File: src/rtl/morse_pkg.sv
// Shared constants, payload types and FSM encoding for the Morse letter transmitter.
// Optional feature: define MORSE_WORD_GAP_EN to append a 7-unit word gap before done.
package morse_pkg;

    localparam int unsigned CODE_W  = 6;
    localparam int unsigned UNITS_W = 3;

    // Letter codes as produced by the letter entry buffer
    localparam logic [CODE_W-1:0] LTR_EMPTY = 6'd0;
    localparam logic [CODE_W-1:0] LTR_A = 6'd1,  LTR_B = 6'd2,  LTR_C = 6'd3,  LTR_D = 6'd4;
    localparam logic [CODE_W-1:0] LTR_E = 6'd5,  LTR_F = 6'd6,  LTR_G = 6'd7,  LTR_H = 6'd8;
    localparam logic [CODE_W-1:0] LTR_I = 6'd9,  LTR_J = 6'd10, LTR_K = 6'd11, LTR_L = 6'd12;
    localparam logic [CODE_W-1:0] LTR_M = 6'd13, LTR_N = 6'd14, LTR_O = 6'd15, LTR_P = 6'd16;
    localparam logic [CODE_W-1:0] LTR_Q = 6'd17, LTR_R = 6'd18, LTR_S = 6'd19, LTR_T = 6'd20;
    localparam logic [CODE_W-1:0] LTR_U = 6'd21, LTR_V = 6'd22, LTR_W = 6'd23, LTR_X = 6'd24;
    localparam logic [CODE_W-1:0] LTR_Y = 6'd25, LTR_Z = 6'd26;

    // Element and gap lengths in Morse time units
    localparam int unsigned DOT_UNITS  = 1;
    localparam int unsigned DASH_UNITS = 3;
    localparam int unsigned SYM_GAP    = 1;
    localparam int unsigned LTR_GAP    = 3;
    localparam int unsigned WORD_GAP   = 7;

    // One letter: symbol count and left-aligned pattern (bit 3 sent first, 1 = dash)
    typedef struct packed {
        logic       valid;
        logic [2:0] len;
        logic [3:0] pat;
    } morse_sym_t;

    typedef enum logic [2:0] {
        ST_IDLE  = 3'd0,
        ST_LOAD  = 3'd1,
        ST_MARK  = 3'd2,
        ST_SPACE = 3'd3,
        ST_LGAP  = 3'd4,
`ifdef MORSE_WORD_GAP_EN
        ST_WGAP  = 3'd5,
`endif
        ST_DONE  = 3'd6
    } state_t;

    function automatic logic letter_valid(input logic [CODE_W-1:0] code);
        return (code >= LTR_A) && (code <= LTR_Z);
    endfunction

    function automatic logic [UNITS_W-1:0] mark_units(input logic dash);
        return dash ? UNITS_W'(DASH_UNITS) : UNITS_W'(DOT_UNITS);
    endfunction

endpackage

File: src/rtl/letter_morse_tx_if.sv
// Control/display bus between the word controller and the Morse transmitter.
interface letter_morse_tx_if;
    import morse_pkg::*;

    logic              start;
    logic [CODE_W-1:0] letter1;
    logic [CODE_W-1:0] letter2;
    logic [CODE_W-1:0] letter3;
    logic              tx;
    logic              busy;
    logic              done;
    logic [1:0]        letter_idx;

    modport master (
        output start, letter1, letter2, letter3,
        input  tx, busy, done, letter_idx
    );

    modport slave (
        input  start, letter1, letter2, letter3,
        output tx, busy, done, letter_idx
    );

endinterface

File: src/rtl/morse_rom.sv
// Combinational letter code -> Morse pattern lookup; codes outside A..Z report valid=0.
module morse_rom
    import morse_pkg::*;
(
    input  logic [CODE_W-1:0] code,
    output morse_sym_t        sym_c
);

    function automatic morse_sym_t mk(input logic [2:0] len, input logic [3:0] pat);
        return '{valid: 1'b1, len: len, pat: pat};
    endfunction

    // Pattern table, symbols left-aligned
    always_comb begin
        sym_c = '0;
        case (code)
            LTR_A: sym_c = mk(3'd2, 4'b0100);
            LTR_B: sym_c = mk(3'd4, 4'b1000);
            LTR_C: sym_c = mk(3'd4, 4'b1010);
            LTR_D: sym_c = mk(3'd3, 4'b1000);
            LTR_E: sym_c = mk(3'd1, 4'b0000);
            LTR_F: sym_c = mk(3'd4, 4'b0010);
            LTR_G: sym_c = mk(3'd3, 4'b1100);
            LTR_H: sym_c = mk(3'd4, 4'b0000);
            LTR_I: sym_c = mk(3'd2, 4'b0000);
            LTR_J: sym_c = mk(3'd4, 4'b0111);
            LTR_K: sym_c = mk(3'd3, 4'b1010);
            LTR_L: sym_c = mk(3'd4, 4'b0100);
            LTR_M: sym_c = mk(3'd2, 4'b1100);
            LTR_N: sym_c = mk(3'd2, 4'b1000);
            LTR_O: sym_c = mk(3'd3, 4'b1110);
            LTR_P: sym_c = mk(3'd4, 4'b0110);
            LTR_Q: sym_c = mk(3'd4, 4'b1101);
            LTR_R: sym_c = mk(3'd3, 4'b0100);
            LTR_S: sym_c = mk(3'd3, 4'b0000);
            LTR_T: sym_c = mk(3'd1, 4'b1000);
            LTR_U: sym_c = mk(3'd3, 4'b0010);
            LTR_V: sym_c = mk(3'd4, 4'b0001);
            LTR_W: sym_c = mk(3'd3, 4'b0110);
            LTR_X: sym_c = mk(3'd4, 4'b1001);
            LTR_Y: sym_c = mk(3'd4, 4'b1011);
            LTR_Z: sym_c = mk(3'd4, 4'b1100);
            default: sym_c = '0;
        endcase
    end

endmodule

File: src/rtl/letter_morse_tx.sv
// Keys out a snapshotted 3-letter word as Morse code on tx.
// Optional feature: MORSE_WORD_GAP_EN adds a 7-unit silent word gap before done.
// All bus outputs are registered images of the FSM state of the previous cycle.
module letter_morse_tx
    import morse_pkg::*;
#(
    parameter int unsigned UNIT_CYCLES = 6_000_000
) (
    input  logic               clk,
    input  logic               rst,
    letter_morse_tx_if.slave   bus
);

    localparam int unsigned CNT_W = (UNIT_CYCLES > 1) ? $clog2(UNIT_CYCLES) : 1;

    state_t                        state_q, state_d;
    logic [2:0][CODE_W-1:0]        letters_q, letters_d;
    logic [2:0]                    mask_q, mask_d;
    logic [1:0]                    ptr_q, ptr_d;
    logic [3:0]                    pat_q, pat_d;
    logic [2:0]                    sym_left_q, sym_left_d;
    logic [UNITS_W-1:0]            units_rem_q, units_rem_d;
    logic [CNT_W-1:0]              unit_cnt_q, unit_cnt_d;
    logic                          tx_q, tx_d;
    logic                          busy_q, busy_d;
    logic                          done_q, done_d;
    logic [1:0]                    idx_q, idx_d;

    logic [CODE_W-1:0]             cur_code_c;
    morse_sym_t                    cur_sym_c;
    logic                          timed_c;
    logic                          unit_tick_c;
    logic                          phase_end_c;
    logic                          later_valid_c;

    // Pattern lookup for the slot under the pointer; slot 3 means "past the end"
    assign cur_code_c = (ptr_q == 2'd3) ? LTR_EMPTY : letters_q[ptr_q];

    morse_rom u_rom (
        .code  (cur_code_c),
        .sym_c (cur_sym_c)
    );

    // Unit timing and lookahead for a valid letter after the current slot
    always_comb begin
        timed_c = 1'b0;
        case (state_q)
            ST_MARK, ST_SPACE, ST_LGAP: timed_c = 1'b1;
`ifdef MORSE_WORD_GAP_EN
            ST_WGAP:                    timed_c = 1'b1;
`endif
            default:                    timed_c = 1'b0;
        endcase
        unit_tick_c   = (unit_cnt_q == CNT_W'(UNIT_CYCLES - 1));
        phase_end_c   = timed_c && unit_tick_c && (units_rem_q == UNITS_W'(1));
        later_valid_c = 1'b0;
        case (ptr_q)
            2'd0:    later_valid_c = mask_q[1] | mask_q[2];
            2'd1:    later_valid_c = mask_q[2];
            default: later_valid_c = 1'b0;
        endcase
    end

    // Next-state, datapath and next-output logic
    always_comb begin
        state_d     = state_q;
        letters_d   = letters_q;
        mask_d      = mask_q;
        ptr_d       = ptr_q;
        pat_d       = pat_q;
        sym_left_d  = sym_left_q;
        units_rem_d = units_rem_q;
        unit_cnt_d  = '0;
        if (timed_c) begin
            unit_cnt_d = unit_tick_c ? '0 : unit_cnt_q + CNT_W'(1);
            if (unit_tick_c && !phase_end_c) begin
                units_rem_d = units_rem_q - UNITS_W'(1);
            end
        end
        tx_d   = (state_q == ST_MARK);
        busy_d = (state_q != ST_IDLE);
        done_d = (state_q == ST_DONE);
        idx_d  = ((state_q == ST_IDLE) || (state_q == ST_DONE)) ? 2'd0 :
                 ((ptr_q == 2'd3) ? 2'd2 : ptr_q);

        case (state_q)
            ST_IDLE: begin
                if (bus.start) begin
                    letters_d = {bus.letter3, bus.letter2, bus.letter1};
                    mask_d    = {letter_valid(bus.letter3), letter_valid(bus.letter2),
                                 letter_valid(bus.letter1)};
                    ptr_d     = 2'd0;
                    state_d   = ST_LOAD;
                end
            end
            ST_LOAD: begin
                if (ptr_q == 2'd3) begin
`ifdef MORSE_WORD_GAP_EN
                    state_d     = ST_WGAP;
                    units_rem_d = UNITS_W'(WORD_GAP);
`else
                    state_d     = ST_DONE;
`endif
                end else if (cur_sym_c.valid) begin
                    pat_d       = cur_sym_c.pat;
                    sym_left_d  = cur_sym_c.len;
                    units_rem_d = mark_units(cur_sym_c.pat[3]);
                    state_d     = ST_MARK;
                end else begin
                    ptr_d = ptr_q + 2'd1;
                end
            end
            ST_MARK: begin
                if (phase_end_c) begin
                    if (sym_left_q > 3'd1) begin
                        pat_d       = {pat_q[2:0], 1'b0};
                        sym_left_d  = sym_left_q - 3'd1;
                        units_rem_d = UNITS_W'(SYM_GAP);
                        state_d     = ST_SPACE;
                    end else if (later_valid_c) begin
                        units_rem_d = UNITS_W'(LTR_GAP);
                        state_d     = ST_LGAP;
                    end else begin
`ifdef MORSE_WORD_GAP_EN
                        state_d     = ST_WGAP;
                        units_rem_d = UNITS_W'(WORD_GAP);
`else
                        state_d     = ST_DONE;
`endif
                    end
                end
            end
            ST_SPACE: begin
                if (phase_end_c) begin
                    units_rem_d = mark_units(pat_q[3]);
                    state_d     = ST_MARK;
                end
            end
            ST_LGAP: begin
                if (phase_end_c) begin
                    ptr_d   = ptr_q + 2'd1;
                    state_d = ST_LOAD;
                end
            end
`ifdef MORSE_WORD_GAP_EN
            ST_WGAP: begin
                if (phase_end_c) begin
                    state_d = ST_DONE;
                end
            end
`endif
            ST_DONE: begin
                state_d = ST_IDLE;
            end
            default: begin
                state_d = ST_IDLE;
            end
        endcase
    end

    // State register
    always_ff @(posedge clk) begin
        if (rst) begin
            state_q <= ST_IDLE;
        end else begin
            state_q <= state_d;
        end
    end

    // Datapath and registered outputs
    always_ff @(posedge clk) begin
        if (rst) begin
            letters_q   <= '0;
            mask_q      <= '0;
            ptr_q       <= '0;
            pat_q       <= '0;
            sym_left_q  <= '0;
            units_rem_q <= '0;
            unit_cnt_q  <= '0;
            tx_q        <= 1'b0;
            busy_q      <= 1'b0;
            done_q      <= 1'b0;
            idx_q       <= '0;
        end else begin
            letters_q   <= letters_d;
            mask_q      <= mask_d;
            ptr_q       <= ptr_d;
            pat_q       <= pat_d;
            sym_left_q  <= sym_left_d;
            units_rem_q <= units_rem_d;
            unit_cnt_q  <= unit_cnt_d;
            tx_q        <= tx_d;
            busy_q      <= busy_d;
            done_q      <= done_d;
            idx_q       <= idx_d;
        end
    end

    assign bus.tx         = tx_q;
    assign bus.busy       = busy_q;
    assign bus.done       = done_q;
    assign bus.letter_idx = idx_q;

endmodule

File: src/flat_wrapper.sv
// flat-port wrapper written by rule: the top's interface ports become plain ports
module letter_morse_tx_flat import morse_pkg::*;
#(
    parameter int unsigned UNIT_CYCLES = 6_000_000
)
  (clk, rst, bus_start, bus_letter1, bus_letter2, bus_letter3, bus_tx, bus_busy, bus_done, bus_letter_idx);
  letter_morse_tx_if bus_i ();
  input  logic clk;
  input  logic rst;
  input wire logic [$bits(bus_i.start)-1:0] bus_start;
  input wire logic [$bits(bus_i.letter1)-1:0] bus_letter1;
  input wire logic [$bits(bus_i.letter2)-1:0] bus_letter2;
  input wire logic [$bits(bus_i.letter3)-1:0] bus_letter3;
  output wire logic [$bits(bus_i.tx)-1:0] bus_tx;
  output wire logic [$bits(bus_i.busy)-1:0] bus_busy;
  output wire logic [$bits(bus_i.done)-1:0] bus_done;
  output wire logic [$bits(bus_i.letter_idx)-1:0] bus_letter_idx;
  assign bus_i.start = bus_start;
  assign bus_i.letter1 = bus_letter1;
  assign bus_i.letter2 = bus_letter2;
  assign bus_i.letter3 = bus_letter3;
  assign bus_tx = bus_i.tx;
  assign bus_busy = bus_i.busy;
  assign bus_done = bus_i.done;
  assign bus_letter_idx = bus_i.letter_idx;
  letter_morse_tx #(.UNIT_CYCLES(UNIT_CYCLES)) u_core (.clk(clk), .rst(rst), .bus(bus_i));
endmodule
File: config.mk
export PLATFORM = sky130hd
export DESIGN_NAME = letter_morse_tx_flat
export DESIGN_NICKNAME = d
export VERILOG_FILES = /design/src/rtl/morse_pkg.sv /design/src/rtl/letter_morse_tx_if.sv /design/src/rtl/morse_rom.sv /design/src/rtl/letter_morse_tx.sv /design/src/flat_wrapper.sv
export SDC_FILE = /design/constraint.sdc
export NUM_CORES = 1
export LEC_CHECK = 0
export BUFFER_PORTS_ARGS = -buffer_cell sky130_fd_sc_hd__buf_4
export CAP_MARGIN = 5
export CORE_ASPECT_RATIO = 1.2
export CORE_UTILIZATION = 55
export DETAILED_ROUTE_END_ITERATION = 8
export PLACE_DENSITY = 0.74
export REMOVE_ABC_BUFFERS = 1
export SYNTH_ARGS = -nofsm -noshare
export SYNTH_HDL_FRONTEND = slang
export SYNTH_SLANG_ARGS = --single-unit
File: constraint.sdc
create_clock -name clk -period 7.46 [get_ports clk]
set_input_delay 0.746 -clock clk [delete_from_list [all_inputs] [get_ports clk]]
set_output_delay 0.746 -clock clk [all_outputs]
set_load 0.03 [all_outputs]
Word-level counts from Yosys, hierarchy flattened
Memories as Yosys holds them, arrays and structs flattened.
Cells that the tools add are included.
{ "word_totals": {"romBits": 256, "memories": 1, "regBits": 64, "in_bits": 21, "wordCells": 111} }
{ "mem_list": {"columns": ["name", "words", "word_bits", "rd", "rd_clocked_by_memory_dff", "write_ports", "line", "source"], "rows": [
  ["(name not given)", 32, 8, 1, 0, 0, "morse_rom.sv:16", "case (code)"]
]} }
{ "op_classes": {"mux": 42, "reduce_logical": 21, "bitwise": 2, "n_lt_le_gt_ge": 8, "n_addsub": 4, "eq_ne": 18} }
{ "op_table": {"columns": ["cell", "count"], "rows": [
  ["$mux 3", 19],
  ["$add 23x1->23 const B", 1],
  ["$eq 23x23->1 const B", 1],
  ["$ge 6x1->1 const B", 3],
  ["$le 6x5->1 const B", 3],
  ["$mux 2", 8],
  ["$mux 4", 4],
  ["$pmux 3 s5", 1],
  ["$reduce_and 5->1", 3],
  ["$bmux 6 s2", 1],
  ["$mux 6", 2],
  ["$ne 2x2->1 const B", 5],
  ["$pmux 3 s3", 1],
  ["$reduce_or 3->1", 3],
  ["$mux 8", 1],
  ["$pmux 4 s2", 1],
  ["$eq 3x1->1 const B", 2],
  ["$eq 3x2->1 const B", 2],
  ["$eq 3x3->1 const B", 2],
  ["$logic_and 1x1->1", 6],
  ["$ne 2x1->1 const B", 3],
  ["$pmux 2 s3", 1],
  ["$pmux 3 s2", 1],
  ["$reduce_bool 3->1", 2],
  ["other kinds (18)", 19]
]} }

Depth between registers and ports, before layout
{ "logic_depth": {"word_depth": 13, "mapped_depth": 13, "mapped_depth_nobuf": 11} }

Cells and area by module
A second synthesis with hierarchy kept.
{ "unflattened": {"cells_unflattened": 477, "hier_area_um2": 3891.2} }
{ "by_module_without_submodules": {"columns": ["mod", "instances", "cells_per_inst", "area_each_um2"], "rows": [
  ["letter_morse_tx", 1, 410, 3337.0],
  ["morse_rom", 1, 67, 554.3]
]} }

Worst setup path before layout
OpenSTA, ideal clock, no wires.
{ "synth_timing": {"kind": "reg2reg", "startpoint": "register u_core.ptr_q[1]", "endpoint": "register u_core.pat_q[1]", "period_less_slack_ns": 2.569, "setup_time_ns": 0.123, "t_required_ns": 7.337, "path_buffers": 2, "path_stages_with_launch": 12, "path_slack_ns": 4.891, "arrival_ns": 2.446, "cell_sequence": "dfxtp_1 ha_1 buf_2 inv_1 clkbuf_1 and2_1 ha_1 a211oi_2 or4_4 o211a_2 o31ai_2 a31oi_1"} }
{ "synth_between": {"elab_chain_len": 8} }
{ "synth_rtl": {"columns": ["item", "line", "source"], "rows": [
  ["from (decl)", "letter_morse_tx.sv:19", "logic [1:0] ptr_q, ptr_d;"],
  ["from (signal assigned)", "letter_morse_tx.sv:187", "ptr_q <= ptr_d;"],
  ["$bmux 6 s2", "letter_morse_tx.sv:37", "assign cur_code_c = (ptr_q == 2'd3) ? LTR_EMPTY : letters_q[ptr_q];"],
  ["$mux 6 (not written as such)", "letter_morse_tx.sv:37", null],
  ["$mux 6", "letter_morse_tx.sv:37", null],
  ["$mem_v2 32x8", null, null],
  ["$mux 8", "morse_rom.sv:16", null],
  ["$mux 4", "letter_morse_tx.sv:104", "end else if (cur_sym_c.valid) begin"],
  ["$mux 4", "letter_morse_tx.sv:97", "if (ptr_q == 2'd3) begin"],
  ["$pmux 4 s2", "letter_morse_tx.sv:86", "case (state_q)"],
  ["to (signal assigned)", "letter_morse_tx.sv:188", "pat_q <= pat_d;"],
  ["to (decl)", "letter_morse_tx.sv:20", "logic [3:0] pat_q, pat_d;"]
]} }
Parallel ways exist; a longest one is shown, timed or not. The select of a mux whose other input is x is not followed.
A chain may end at the register's enable or synchronous reset.

Worst setup path in the final report
{ "layout_timing": {"startpoint": "register u_core.ptr_q[1]", "endpoint": "register u_core.units_rem_q[1]"} }
{ "layout_between": {"elab_chain_len": 9} }
{ "layout_rtl": {"columns": ["item", "line", "source"], "rows": [
  ["$bmux 6 s2", "letter_morse_tx.sv:37", null],
  ["$mux 6 (not written as such)", "letter_morse_tx.sv:37", null],
  ["$mux 6", "letter_morse_tx.sv:37", null],
  ["$mem_v2 32x8", null, null],
  ["$mux 8", "morse_rom.sv:16", null],
  ["$mux 2", "morse_pkg.sv:49", "return dash ? UNITS_W'(DASH_UNITS) : UNITS_W'(DOT_UNITS);"],
  ["$mux 3", "letter_morse_tx.sv:104", null],
  ["$mux 3", "letter_morse_tx.sv:97", null],
  ["$pmux 3 s3 *", "letter_morse_tx.sv:86", null],
  ["to (signal assigned)", "letter_morse_tx.sv:190", "units_rem_q <= units_rem_d;"],
  ["to (decl)", "letter_morse_tx.sv:22", "logic [UNITS_W-1:0] units_rem_q, units_rem_d;"]
]} }
Every way passes the cells marked *; elsewhere a longest branch is shown, timed or not. The select of a mux whose other input is x is not followed.

==> flow_summary.toml <==
[yosys]
synthesis.instances = 474
ys_seq_elements = 63
syn-cell-area_um2 = 3850
yosys.cell_types.count = 81
synth_area_per_cell_um2 = 8.12
synth_edf_count = 0
yosysWarnings = 0
ys_seq_area_share_pct = 32.8
synth_flop_cell = "dfxtp_1"
async_flop_share_pct = 0

[finish]
final_cell_count_no_fill = 582
final_nets = 527
area_delta_synth_final_pct = 10.1
drive_gt1_share_pct = 13.1
diodes = 0
final_util_pct = 62.2

[power_and_ir_drop]
p_leak_nw = 1.49
seq_power_share_pct = 36.5
powerDensity_nw_per_um2 = 281
swShare_pct = 40.2
peakVddDrop_mv = 0.155
power_frac_clock_pct = 23.2
power.switching_uw = 478
intPower_uw = 711
combPwrFrac_pct = 40.3

[min_path]
holdPathStages = 2
min_from = "u_core.letters_q[10]"
whs_endpoint = "u_core.letters_q[10]"
hold_path_class = "reg2reg"

[cts]
cts_resized = 0
ctsRootBufferMaster = "clkbuf_8"
clkTransAtPathRegs_ps = 70
clkLatencyLatePin_ps = 340
clockBufferDepth = 2
post_cts_buffers = 0
holdBufCountCts = 0
cts_sinks = 63
cts_buffers = 9
cts_tree = "yes"
ctsHtreeMaxLevel = 3

[critical_path]
cp_data_required_time_ps = 7670
reg2reg_depth = 11
regToRegSetupSlack_ps = 3570
critPathBufInv = 3
cp_top_family = "adder cells"
path_cells = "ha_1, inv_1, nand2_1, inv_1, ha_1, inv_1, a211oi_1, a2111oi_0, a311oi_1, o211ai_1, o211ai_1"
crit_path_end_kind = "flip-flop"
path_class = "reg2reg"
arrival_ps = 4100
critPathMostFrequentCell = "inv_1"
cpPeakStageDelay_ps = 830
critPathMaxFanout = 25
critPathSlowestCell = "dfxtp_1"
start_kind = "flip-flop"
r2r_end = "u_core.units_rem_q[1]"
r2r_start = "u_core.ptr_q[1]"

[timing]
final.setup.tns_ps = 0
worst_pin_slew_ps = 1090
finClkSkew_ps = 16.0
hold_slack_ps = 457
fmax_mhz = 257
period_needed_ps = 3890
slew_headroom_pct = 27.1
layout_setup_ws_ps = 3570
hold_viol_final = 0
setup_viol = 0
post-route-period-util_pct = 52.1
rsz0062_at_grt = "false"
final_max_slew_viol_count = 0

[global_route]
antenna_found_initial = 0
grt_first_pass_wirelength_um = 16200
overflow = 0
grt_pass1_vias = 3428
grt_usage_pct = 28.1
grt_max_degree = 36

[run_status]
status = "completed"

[floorplanning]
row_count = 33
start_util_pct = 56.5
die_area_um2 = 7340
die_y_um = 93.6
die_w_um = 78.4
ios = 26
core-area_um2 = 6810

[drt]
route.detailed.drc = 0
routed_wl_um = 9480
antenna_left = 0
drtIter0Drc = 180
vias = 3545
post_drt_via_cell_ratio = 6.09
post_drt_wl_per_cell_um = 16.3
drt_first_pass_iters = 4

[placement]
dp_slack_ps = 3680
dp_cells = 567
gp_congestion = 1.04
io_buffers = 25
dp_hpwl_um = 7130

[run]
cap_violations = 0
==> worst reg2reg max path, cell delays in order (launching register included) <==
cell and delay, ps:
dfxtp_1 830, ha_1 790, inv_1 410, nand2_1 310, inv_1 160, ha_1 220, inv_1 120, a211oi_1 60
a2111oi_0 450, a311oi_1 120, o211ai_1 200, o211ai_1 100
==> synth_stat cells (6+ instances only) <==
cell	number	area [um^2]
o211ai_1	10	75.1
nand2_1	68	255
nor2_1	44	165
xnor2_1	9	78.8
nand3_1	26	130
inv_1	15	56.3
a21oi_1	34	170
dfxtp_1	63	1260
xor2_1	12	105
and3_1	7	43.8
a31oi_1	8	50.1
nand4_1	6	37.5
o21ai_0	13	65.1
mux2i_1	7	70.1
nor3_1	11	55.1
clkbuf_1	14	52.6
ha_1	15	188
==> cell type report <==
type / count / area [um^2]
clock inverter: 3 / 17.5
tap: 87 / 109
inverter: 16 / 60.1
fill: 622 / 2570
clock buffer: 12 / 165
timing repair buffer: 26 / 195
sequential: 63 / 1260
multi-input combinational: 375 / 2430
==> layout by cell type, fill, tap and decap left out, drive strengths merged, types with 4 or more instances in the layout <==
| master | synthesis | layout |
|---|---|---|
| nand2 | 69 | 69 |
| dfxtp | 63 | 63 |
| nor2 | 45 | 45 |
| a21oi | 38 | 38 |
| nand3 | 26 | 26 |
| buf | 6 | 26 |
| o21ai | 18 | 18 |
| inv | 15 | 15 |
| ha | 15 | 15 |
| xor2 | 12 | 12 |
| clkbuf | 14 | 12 |
| nor3 | 12 | 12 |
| o211ai | 12 | 12 |
| xnor2 | 9 | 9 |
| a31oi | 8 | 8 |
| mux2i | 8 | 8 |
| and3 | 7 | 7 |
| nand4 | 6 | 6 |
| a211oi | 6 | 6 |
| nand2b | 5 | 5 |
| or3 | 5 | 5 |
| a311oi | 5 | 5 |
| o22ai | 4 | 4 |
| nand3b | 4 | 4 |
| nor2b | 4 | 4 |
| o2111ai | 4 | 4 |
| mux2 | 4 | 4 |
==> metrics by stage <==
stage	area, um^2	power, mW
floorplan	3750	0.787
global placement	4060	0.909
detailed placement	4060	0.914
CTS	4240	1.19
global route	4240	1.27
finish	4240	1.19
==> layer usage <==
metal | track usage, % | wire (um) | vias up
met2 | 53.6 | 5170 | 92
met1 | 30.1 | 3810 | 1673
met3 | 5.85 | 320 | 15
li1 | - | - | 1765
met4 | 10.2 | 184 | 0
met5 | 0 | 0 | -
==> registers in the layout, summed over array words and instances, names as in the netlist <==
| register | cells |
|---|---|
| u_core.units_rem_q | 3 |
| u_core.bus.letter_idx | 2 |
| u_core.state_q | 3 |
| u_core.bus.tx | 1 |
| u_core.bus.done | 1 |
| u_core.pat_q | 4 |
| u_core.mask_q | 2 |
| u_core.letters_q | 18 |
| u_core.bus.busy | 1 |
| u_core.ptr_q | 2 |
| u_core.sym_left_q | 3 |
| u_core.unit_cnt_q | 23 |
==> kinds of logic (layout without fill, tap and decap cells) <==
| family | count (synthesis) | in the layout | share of synthesized area (%) |
|---|---|---|---|
| AND/OR/NAND/NOR | 201 | 201 | 25.8 |
| AO/OA/AOI/OAI | 126 | 126 | 24.1 |
| flip-flops | 63 | 63 | 32.8 |
| buffers and inverters | 36 | 57 | 4.10 |
| XOR/XNOR | 21 | 21 | 4.78 |
| adder cells (fa/ha/maj) | 15 | 15 | 4.88 |
| multiplexers | 12 | 12 | 3.54 |
==> worst max path at each step <==
| stage | slack [ps] | from | depth (start not counted) | end |
|---|---|---|---|---|
| finish | 3570 | u_core.ptr_q[1] | 11 | u_core.units_rem_q[1] |
| global placement | 3860 | u_core.ptr_q[0] | 11 | u_core.units_rem_q[1] |
| detailed placement | 3680 | u_core.ptr_q[0] | 10 | u_core.sym_left_q[1] |
| floorplan | 4410 | u_core.ptr_q[0] | 10 | u_core.pat_q[2] |
| global route | 3120 | u_core.ptr_q[1] | 11 | u_core.units_rem_q[1] |
| CTS | 3660 | u_core.ptr_q[0] | 11 | u_core.units_rem_q[1] |
==> power groups by stage <==
| stage | logic, mW | clock network, mW | registers, mW |
|---|---|---|---|
| 4_1_cts | 0.476 | 0.281 | 0.434 |
| 3_3_place_gp | 0.471 | 0 | 0.439 |
| 6_report | 0.479 | 0.276 | 0.434 |
| 2_1_floorplan | 0.354 | 0 | 0.434 |
| 3_5_place_dp | 0.473 | 0 | 0.441 |
| 5_1_grt | 0.528 | 0.300 | 0.443 |
(Power assumes the default switching activity.)
